### config.mk
export PLATFORM = sky130hd
export DESIGN_NAME = pulse_edge_gen
export DESIGN_NICKNAME = d
export VERILOG_FILES = /design/src/rtl/pulse_edge_gen.sv
export SDC_FILE = /design/constraint.sdc
export NUM_CORES = 1
export LEC_CHECK = 0
export BUFFER_PORTS_ARGS = -buffer_cell sky130_fd_sc_hd__buf_2
export CAP_MARGIN = 10
export CORE_ASPECT_RATIO = 0.8
export CORE_MARGIN = 5
export CORE_UTILIZATION = 45
export DETAILED_ROUTE_END_ITERATION = 10
export PLACE_DENSITY = 0.67
export SLEW_MARGIN = 10
export SYNTH_ARGS = -nofsm -noshare
export SYNTH_HDL_FRONTEND = slang
export SYNTH_SLANG_ARGS = --single-unit
### constraint.sdc
create_clock -name clk -period 4.85 [get_ports clk]
set_input_delay 0.97 -clock clk [delete_from_list [all_inputs] [get_ports clk]]
set_output_delay 0.97 -clock clk [all_outputs]
set_load 0.01 [all_outputs]
### src/rtl/pulse_edge_gen.sv
// -----------------------------------------------------------------------------
// pulse_edge_gen
//
// Programmable pulse-train transmitter. A start request in IDLE captures
// high_len, low_len and pulse_num, then drives sign_out through pulse_num
// active/idle phase pairs. Single-cycle strobes mark every physical edge of
// sign_out, and done marks normal completion.
//
// Parameters:
//   CNT_W      width of high_len / low_len and the phase counter
//   NUM_W      width of pulse_num / pulse_cnt
//   IDLE_LEVEL level of sign_out when not pulsing (active level is inverse)
//
// Ports:
//   clk          in   sole clock, rising edge
//   rst_n        in   asynchronous active-low reset
//   start        in   train request, sampled only in IDLE
//   abort        in   synchronous cancel while busy
//   high_len     in   active-phase width in cycles (0 behaves as 1)
//   low_len      in   idle-phase width in cycles (0 behaves as 1)
//   pulse_num    in   number of pulses (0 completes immediately)
//   sign_out     out  registered generated signal
//   rising_edge  out  strobe in the first cycle sign_out is 1 after 0
//   falling_edge out  strobe in the first cycle sign_out is 0 after 1
//   busy         out  train in progress
//   done         out  one-cycle strobe on normal completion
//   pulse_cnt    out  pulses fully completed in current or last train
// -----------------------------------------------------------------------------
module pulse_edge_gen #(
    parameter int   CNT_W      = 16,
    parameter int   NUM_W      = 8,
    parameter logic IDLE_LEVEL = 1'b0
) (
    input  logic             clk,
    input  logic             rst_n,
    input  logic             start,
    input  logic             abort,
    input  logic [CNT_W-1:0] high_len,
    input  logic [CNT_W-1:0] low_len,
    input  logic [NUM_W-1:0] pulse_num,
    output logic             sign_out,
    output logic             rising_edge,
    output logic             falling_edge,
    output logic             busy,
    output logic             done,
    output logic [NUM_W-1:0] pulse_cnt
);

    localparam logic             ACTIVE_LEVEL = ~IDLE_LEVEL;
    localparam logic [CNT_W-1:0] CNT_ONE      = {{(CNT_W-1){1'b0}}, 1'b1};
    localparam logic [CNT_W-1:0] CNT_ZERO     = '0;
    localparam logic [NUM_W-1:0] NUM_ONE      = {{(NUM_W-1){1'b0}}, 1'b1};
    localparam logic [NUM_W-1:0] NUM_ZERO     = '0;

    typedef enum logic [1:0] {
        S_IDLE   = 2'd0,
        S_ACTIVE = 2'd1,
        S_INACT  = 2'd2
    } state_t;

    state_t           state, state_d;
    logic [CNT_W-1:0] phase_cnt, phase_d;
    logic [CNT_W-1:0] high_q, high_d;
    logic [CNT_W-1:0] low_q, low_d;
    logic [NUM_W-1:0] num_q, num_d;
    logic [NUM_W-1:0] pulse_cnt_d;
    logic [NUM_W-1:0] pulse_inc;
    logic             sign_d;
    logic             rise_d;
    logic             fall_d;
    logic             busy_d;
    logic             done_d;

    assign pulse_inc = pulse_cnt + NUM_ONE;

    // Next-state and next-output logic. Every output is computed here as the
    // value it will hold in the following cycle, so the register stage below
    // makes all outputs registered. The phase counter runs 1..captured length
    // and lengths are stored already clamped to at least 1, so the equality
    // compare never needs a zero case and an all-ones length cannot wrap.
    always_comb begin
        state_d     = state;
        phase_d     = phase_cnt;
        high_d      = high_q;
        low_d       = low_q;
        num_d       = num_q;
        pulse_cnt_d = pulse_cnt;
        sign_d      = sign_out;
        done_d      = 1'b0;

        case (state)
            S_IDLE: begin
                if (start) begin
                    high_d      = (high_len == CNT_ZERO) ? CNT_ONE : high_len;
                    low_d       = (low_len == CNT_ZERO) ? CNT_ONE : low_len;
                    num_d       = pulse_num;
                    pulse_cnt_d = NUM_ZERO;
                    if (pulse_num != NUM_ZERO) begin
                        state_d = S_ACTIVE;
                        phase_d = CNT_ONE;
                        sign_d  = ACTIVE_LEVEL;
                    end else begin
                        done_d  = 1'b1;
                    end
                end
            end

            S_ACTIVE: begin
                if (abort) begin
                    state_d = S_IDLE;
                    sign_d  = IDLE_LEVEL;
                end else if (phase_cnt == high_q) begin
                    state_d = S_INACT;
                    phase_d = CNT_ONE;
                    sign_d  = IDLE_LEVEL;
                end else begin
                    phase_d = phase_cnt + CNT_ONE;
                end
            end

            S_INACT: begin
                if (abort) begin
                    state_d = S_IDLE;
                    sign_d  = IDLE_LEVEL;
                end else if (phase_cnt == low_q) begin
                    pulse_cnt_d = pulse_inc;
                    if (pulse_inc < num_q) begin
                        state_d = S_ACTIVE;
                        phase_d = CNT_ONE;
                        sign_d  = ACTIVE_LEVEL;
                    end else begin
                        state_d = S_IDLE;
                        done_d  = 1'b1;
                    end
                end else begin
                    phase_d = phase_cnt + CNT_ONE;
                end
            end

            default: begin
                state_d = S_IDLE;
                sign_d  = IDLE_LEVEL;
            end
        endcase

        // Strobes come from the physical transition only, so they are
        // independent of IDLE_LEVEL and cannot fire without a level change.
        rise_d = (sign_d != sign_out) && (sign_d == 1'b1);
        fall_d = (sign_d != sign_out) && (sign_d == 1'b0);
        busy_d = (state_d != S_IDLE);
    end

    // State and output registers.
    always_ff @(posedge clk or negedge rst_n) begin
        if (!rst_n) begin
            state        <= S_IDLE;
            phase_cnt    <= CNT_ZERO;
            high_q       <= CNT_ONE;
            low_q        <= CNT_ONE;
            num_q        <= NUM_ZERO;
            pulse_cnt    <= NUM_ZERO;
            sign_out     <= IDLE_LEVEL;
            rising_edge  <= 1'b0;
            falling_edge <= 1'b0;
            busy         <= 1'b0;
            done         <= 1'b0;
        end else begin
            state        <= state_d;
            phase_cnt    <= phase_d;
            high_q       <= high_d;
            low_q        <= low_d;
            num_q        <= num_d;
            pulse_cnt    <= pulse_cnt_d;
            sign_out     <= sign_d;
            rising_edge  <= rise_d;
            falling_edge <= fall_d;
            busy         <= busy_d;
            done         <= done_d;
        end
    end

endmodule
; ---- After elaboration in Yosys (flattened, before gate mapping)
; Index checks and enable logic that the tools add are counted.
[word_totals]
regBits = 71
input_bits = 44
output_inout_bits = 13
elab_cells = 74
[classes]
n_addsub = 2
order_cmp = 1
eq_ne = 11
mux = 36
n_bitwise = 1
reduce_logical = 12
[ops]
columns = operator, count
row1 = $mux W16, 9
row2 = $pmux W16 S3, 1
row3 = $eq A16 B16 Y1, 2
row4 = $logic_not A16 Y1, 2
row5 = $mux W8, 3
row6 = $add A16 B1 Y16 const B, 1
row7 = $pmux W8 S2, 1
row8 = $mux W1, 13
row9 = $mux W2, 6
row10 = $ne A2 B2 Y1 const B, 5
row11 = $add A8 B1 Y8 const B, 1
row12 = $lt A8 B8 Y1, 1
row13 = $reduce_bool A8 Y1, 1
row14 = $pmux W2 S3, 1
row15 = $reduce_and A6 Y1, 1
row16 = $reduce_and A4 Y1, 1
row17 = $reduce_bool A2 Y1, 2
row18 = $ne A3 B3 Y1 const B, 1
row19 = $pmux W1 S3, 1
row20 = $reduce_bool A3 Y1, 1
row21 = $eq A2 B1 Y1 const B, 1
row22 = $eq A2 B2 Y1 const B, 1
row23 = $logic_and A1 B1 Y1, 2
row24 = $logic_not A2 Y1, 1
row25 = 4 further kinds, 4

; ---- Longest topological paths before layout
[logic_depth]
ltp_word = 8
mapped_depth = 13
mapped_depth_nobuf = 11

; ---- Worst setup path before layout
; Ideal clock, no wire load.
[synth_timing]
path_type = register to register
startpoint = reg pulse_cnt[0]
endpoint = reg phase_cnt[14]
setup_time_ns = 0.073
t_arrival_ns = 2.772
required_time_ns = 4.777
path_slack_ns = 2.005
path_stages_with_launch = 13
path_buffers = 1
synth_period_minus_slack_ns = 2.845
path_cell_list = dfrtp_1 and3_1 nand3_1 nor2_1 xor2_1 ha_1 a21oi_1 o21ai_0 a21oi_2 o31ai_4 buf_6 or4_2 a21oi_2
[synth_between]
elab_chain_cells = 4
[synth_lines]
columns = item, line_no
row1 = start: declaration, 46  ; output logic [NUM_W-1:0] pulse_cnt
row2 = start signal: assignment, 173  ; pulse_cnt <= pulse_cnt_d;
row3 = $add A8 B1 Y8, 74  ; assign pulse_inc = pulse_cnt + NUM_ONE;
row4 = $lt A8 B8 Y1, 127  ; if (pulse_inc < num_q) begin
row5 = $ne A3 B3 Y1 (no source line), -
row6 = $reduce_and A6 Y1 (no source line), -
row7 = end signal: assignment, 169  ; phase_cnt <= phase_d;
row8 = end: declaration, 62  ; logic [CNT_W-1:0] phase_cnt, phase_d;
; Every way passes these cells.
; A chain may end at the register's enable or synchronous reset.

; ---- Worst setup path after layout
[layout_timing]
startpoint = reg pulse_cnt[0]
endpoint = reg phase_cnt[15]
; Same word-level chain as after synthesis.

==> flow_summary.ini <==
[synth]
ys_async_sr_fraction = 1.000
synthDistinctLibCells = 54
yosysWarningCount = 0
synth_edf_count = 0
syn_area_per_cell_um2 = 11.30
synthesis.nets = 407
synth-seq-cells = 71
syn-cell-area_um2 = 3954
synthFlopType = dfrtp_1
yosysSeqAreaShare = 0.4500
netlist_instances = 350

[placement]
placement.io_buffers = 56
routabilityCongestion = 0.8073
dp_hpwl_um = 6725

[sta]
hold_viol = 0
final-setup-viol-count = 0
tightest_slew_ns = 1.003
grt_setup_unrepaired = no
finalCriticalPeriod_ns = 3.052
fin_skew_ns = 0.009444
fin_setup_tns_ns = 0
holdWs_ns = 0.4894
relSlewSlack = 0.3314
fmax_ghz = 0.3277
timing.final.max_slew_violations = 0
period_share = 0.6292

[critical_path]
end_kind = flip-flop
crit_type = reg -> reg
r2r_end = phase_cnt[15]
worstPathArrival_ns = 3.31
r2r_setup_slack_ns = 1.80
r2r-start = pulse_cnt[0]
slowest_stage = o31ai_4
crit_family = compound AO/OA/AOI/OAI gates
crit_required_ns = 5.11
path_max_fanout = 20
rr_worst_depth = 11
path_cells = ha_1 -> nand3_1 -> nor2_1 -> xor2_1 -> ha_1 -> nand2_1 -> nor3_1 -> a21oi_2 -> o31ai_4 -> a21oi_4 -> a21oi_1
cp-start-kind = flip-flop
crit_top_cell = ha_1
worst-path-buf-inv = 0
max_stage_delay_ns = 0.72

[grt]
grt_overflow_total = 0
grt_pass1_wl_um = 15110
antenna_found_initial = 0
grt_pass1_vias = 3017
grt_max_degree = 45
grt_use_total = 0.1792

[layout]
num-nets-final = 462
antenna_cells = 0
syn_to_final_growth_pct = 13.89
ff_latch_area_um2 = 1779
multi_input_area_um2 = 2012
layout-drive-gt1-share = 0.3610
final_core_util = 0.5285
nFillCells = 749

[floorplanning]
ios = 57
die-width_um = 114.8
fp.dieH_um = 93.84
dieArea_um2 = 10770
coreArea_um2 = 8521
initial_core_util = 0.4640
placementRows = 30

[route]
wl_met3_um = 385
routedWlPerCell_um = 17.14
wirelength_um = 8945
drtIter0Drc = 203
maxUsedRoutingLayer = met4
first_pass_iters = 4
wl_met2_um = 4015
ant_nets = 0
drc_errors = 0
via_per_inst = 5.550
routed-via-count = 2897
wl_met1_um = 4411

[run]
cap_violations = 0

[power]
p_total_mw = 2.287
p_leak_nw = 1.906
p_per_area_nw_per_um2 = 507.9
ir_drop_mv = 0.2528

[clocking]
holdBufCountCts = 0
cts_sinks = 71
ctsRootBufferMaster = clkbuf_8
path_clk_slew_ns = 0.08
clockBufferDepth = 2
worst_skew_pair.late_latency_ns = 0.35
cts_buffers = 9
cts_max_level = 3
cts_resized = 0
postCtsSetupBuffers = 0
cts_tree = done

[run_status]
status = finished clean

[hold_path]
hp-class = reg -> reg
holdPathStages = 2
hold_start = high_q[0]
hold-path-endpoint = high_q[0]
[layout by cell type, fill, tap and decap left out, types with 9 or more instances in the layout]
cell type	Yosys	layout
dfrtp_1	69	69
buf_2	3	56
mux2_2	38	38
xnor2_1	34	34
nand3_1	15	15
nand2_1	15	15
inv_1	14	14
a21oi_2	13	13
ha_1	13	13
clkbuf_8	0	11
nand4_1	10	10
o21ai_0	9	9
[report_power, final]
part	switching (mW)	total, mW	internal [mW]	leakage (nW)
registers	0.170	0.971	0.801	0.887
clock network	0.223	0.540	0.318	0.114
logic	0.380	0.775	0.396	0.905
total	0.773	2.29	1.51	1.91
[final cells by class]
type,count,share of cell area
flip-flops and latches,71,0.3951
clock buffers,13,0.03529
repair buffers,58,0.06557
clock inverters,3,0.01445
multi-input cells,251,0.4468
inverters,14,0.01167
well taps,112,0.03112
[stage by stage]
stage	worst slack, ns	area, um^2	instances
CTS	1.805	4503	522
detailed placement	1.827	4279	506
floorplan	2.005	3954	350
finish	1.798	4503	522
global placement	1.936	4279	506
global route	1.459	4503	522
[synthesized netlist by cell type (4+ instances only)]
| master | count | area share |
|---|---|---|
| inv_1 | 14 | 0.013 |
| nand4_1 | 10 | 0.016 |
| nor2_1 | 7 | 0.0066 |
| a32o_1 | 6 | 0.015 |
| buf_6 | 5 | 0.014 |
| dfrtp_1 | 69 | 0.44 |
| mux2_2 | 38 | 0.11 |
| or3_1 | 4 | 0.0063 |
| ha_1 | 13 | 0.041 |
| o31ai_1 | 5 | 0.0095 |
| nor4_1 | 8 | 0.013 |
| or3_2 | 6 | 0.011 |
| xnor2_1 | 34 | 0.075 |
| o21ai_1 | 8 | 0.010 |
| nand3_1 | 15 | 0.019 |
| a21oi_1 | 6 | 0.0076 |
| nand2_1 | 15 | 0.014 |
| or4_1 | 5 | 0.0095 |
| o21ai_0 | 9 | 0.011 |
| nor3_1 | 4 | 0.0051 |
| a21oi_2 | 13 | 0.029 |
[registers in the layout, indices dropped and copies added (netlist names)]
| register | flops |
|---|---|
| pulse_cnt | 8 |
| falling_edge | 1 |
| rising_edge | 1 |
| busy | 1 |
| sign_out | 1 |
| phase_cnt | 16 |
| high_q | 16 |
| state | 2 |
| done | 1 |
| low_q | 16 |
| num_q | 8 |
[metal layers]
| metal | global-route usage | vias to the layer above |
|---|---|---|
| met2 | 0.2641 | 58 |
| met5 | 0 | - |
| met1 | 0.2616 | 1430 |
| met4 | 0.05376 | 0 |
| met3 | 0.04121 | 13 |
| li1 | - | 1396 |
[worst max path at each step]
stage / start / to / slack [ns] / depth (start not counted)
6_report: pulse_cnt[0] / phase_cnt[15] / 1.80 / 11
4_1_cts: pulse_cnt[0] / phase_cnt[14] / 1.81 / 11
3_3_place_gp: pulse_cnt[0] / phase_cnt[14] / 1.94 / 11
2_1_floorplan: pulse_cnt[0] / phase_cnt[14] / 2.00 / 12
3_5_place_dp: pulse_cnt[0] / phase_cnt[14] / 1.83 / 11
5_1_grt: pulse_cnt[0] / phase_cnt[15] / 1.46 / 11
[tightest hold or removal path: stages, from the launching register on]
cell and delay (ns):
dfstp_2 0.37, nand2_1 0.05, o21ai_0 0.06
[cells by family (layout without fill, tap and decap cells)]
group / count (synthesis) / in the layout / synth area share
flops: 71 / 71 / 0.4500
fa+ha+maj: 13 / 13 / 0.04114
xor+xnor: 38 / 38 / 0.08608
compound gates: 68 / 68 / 0.1332
mux: 40 / 40 / 0.1133
buf+inv: 28 / 88 / 0.04114
simple gates: 92 / 92 / 0.1351
No activity file was read; power rests on OpenSTA's default activity.
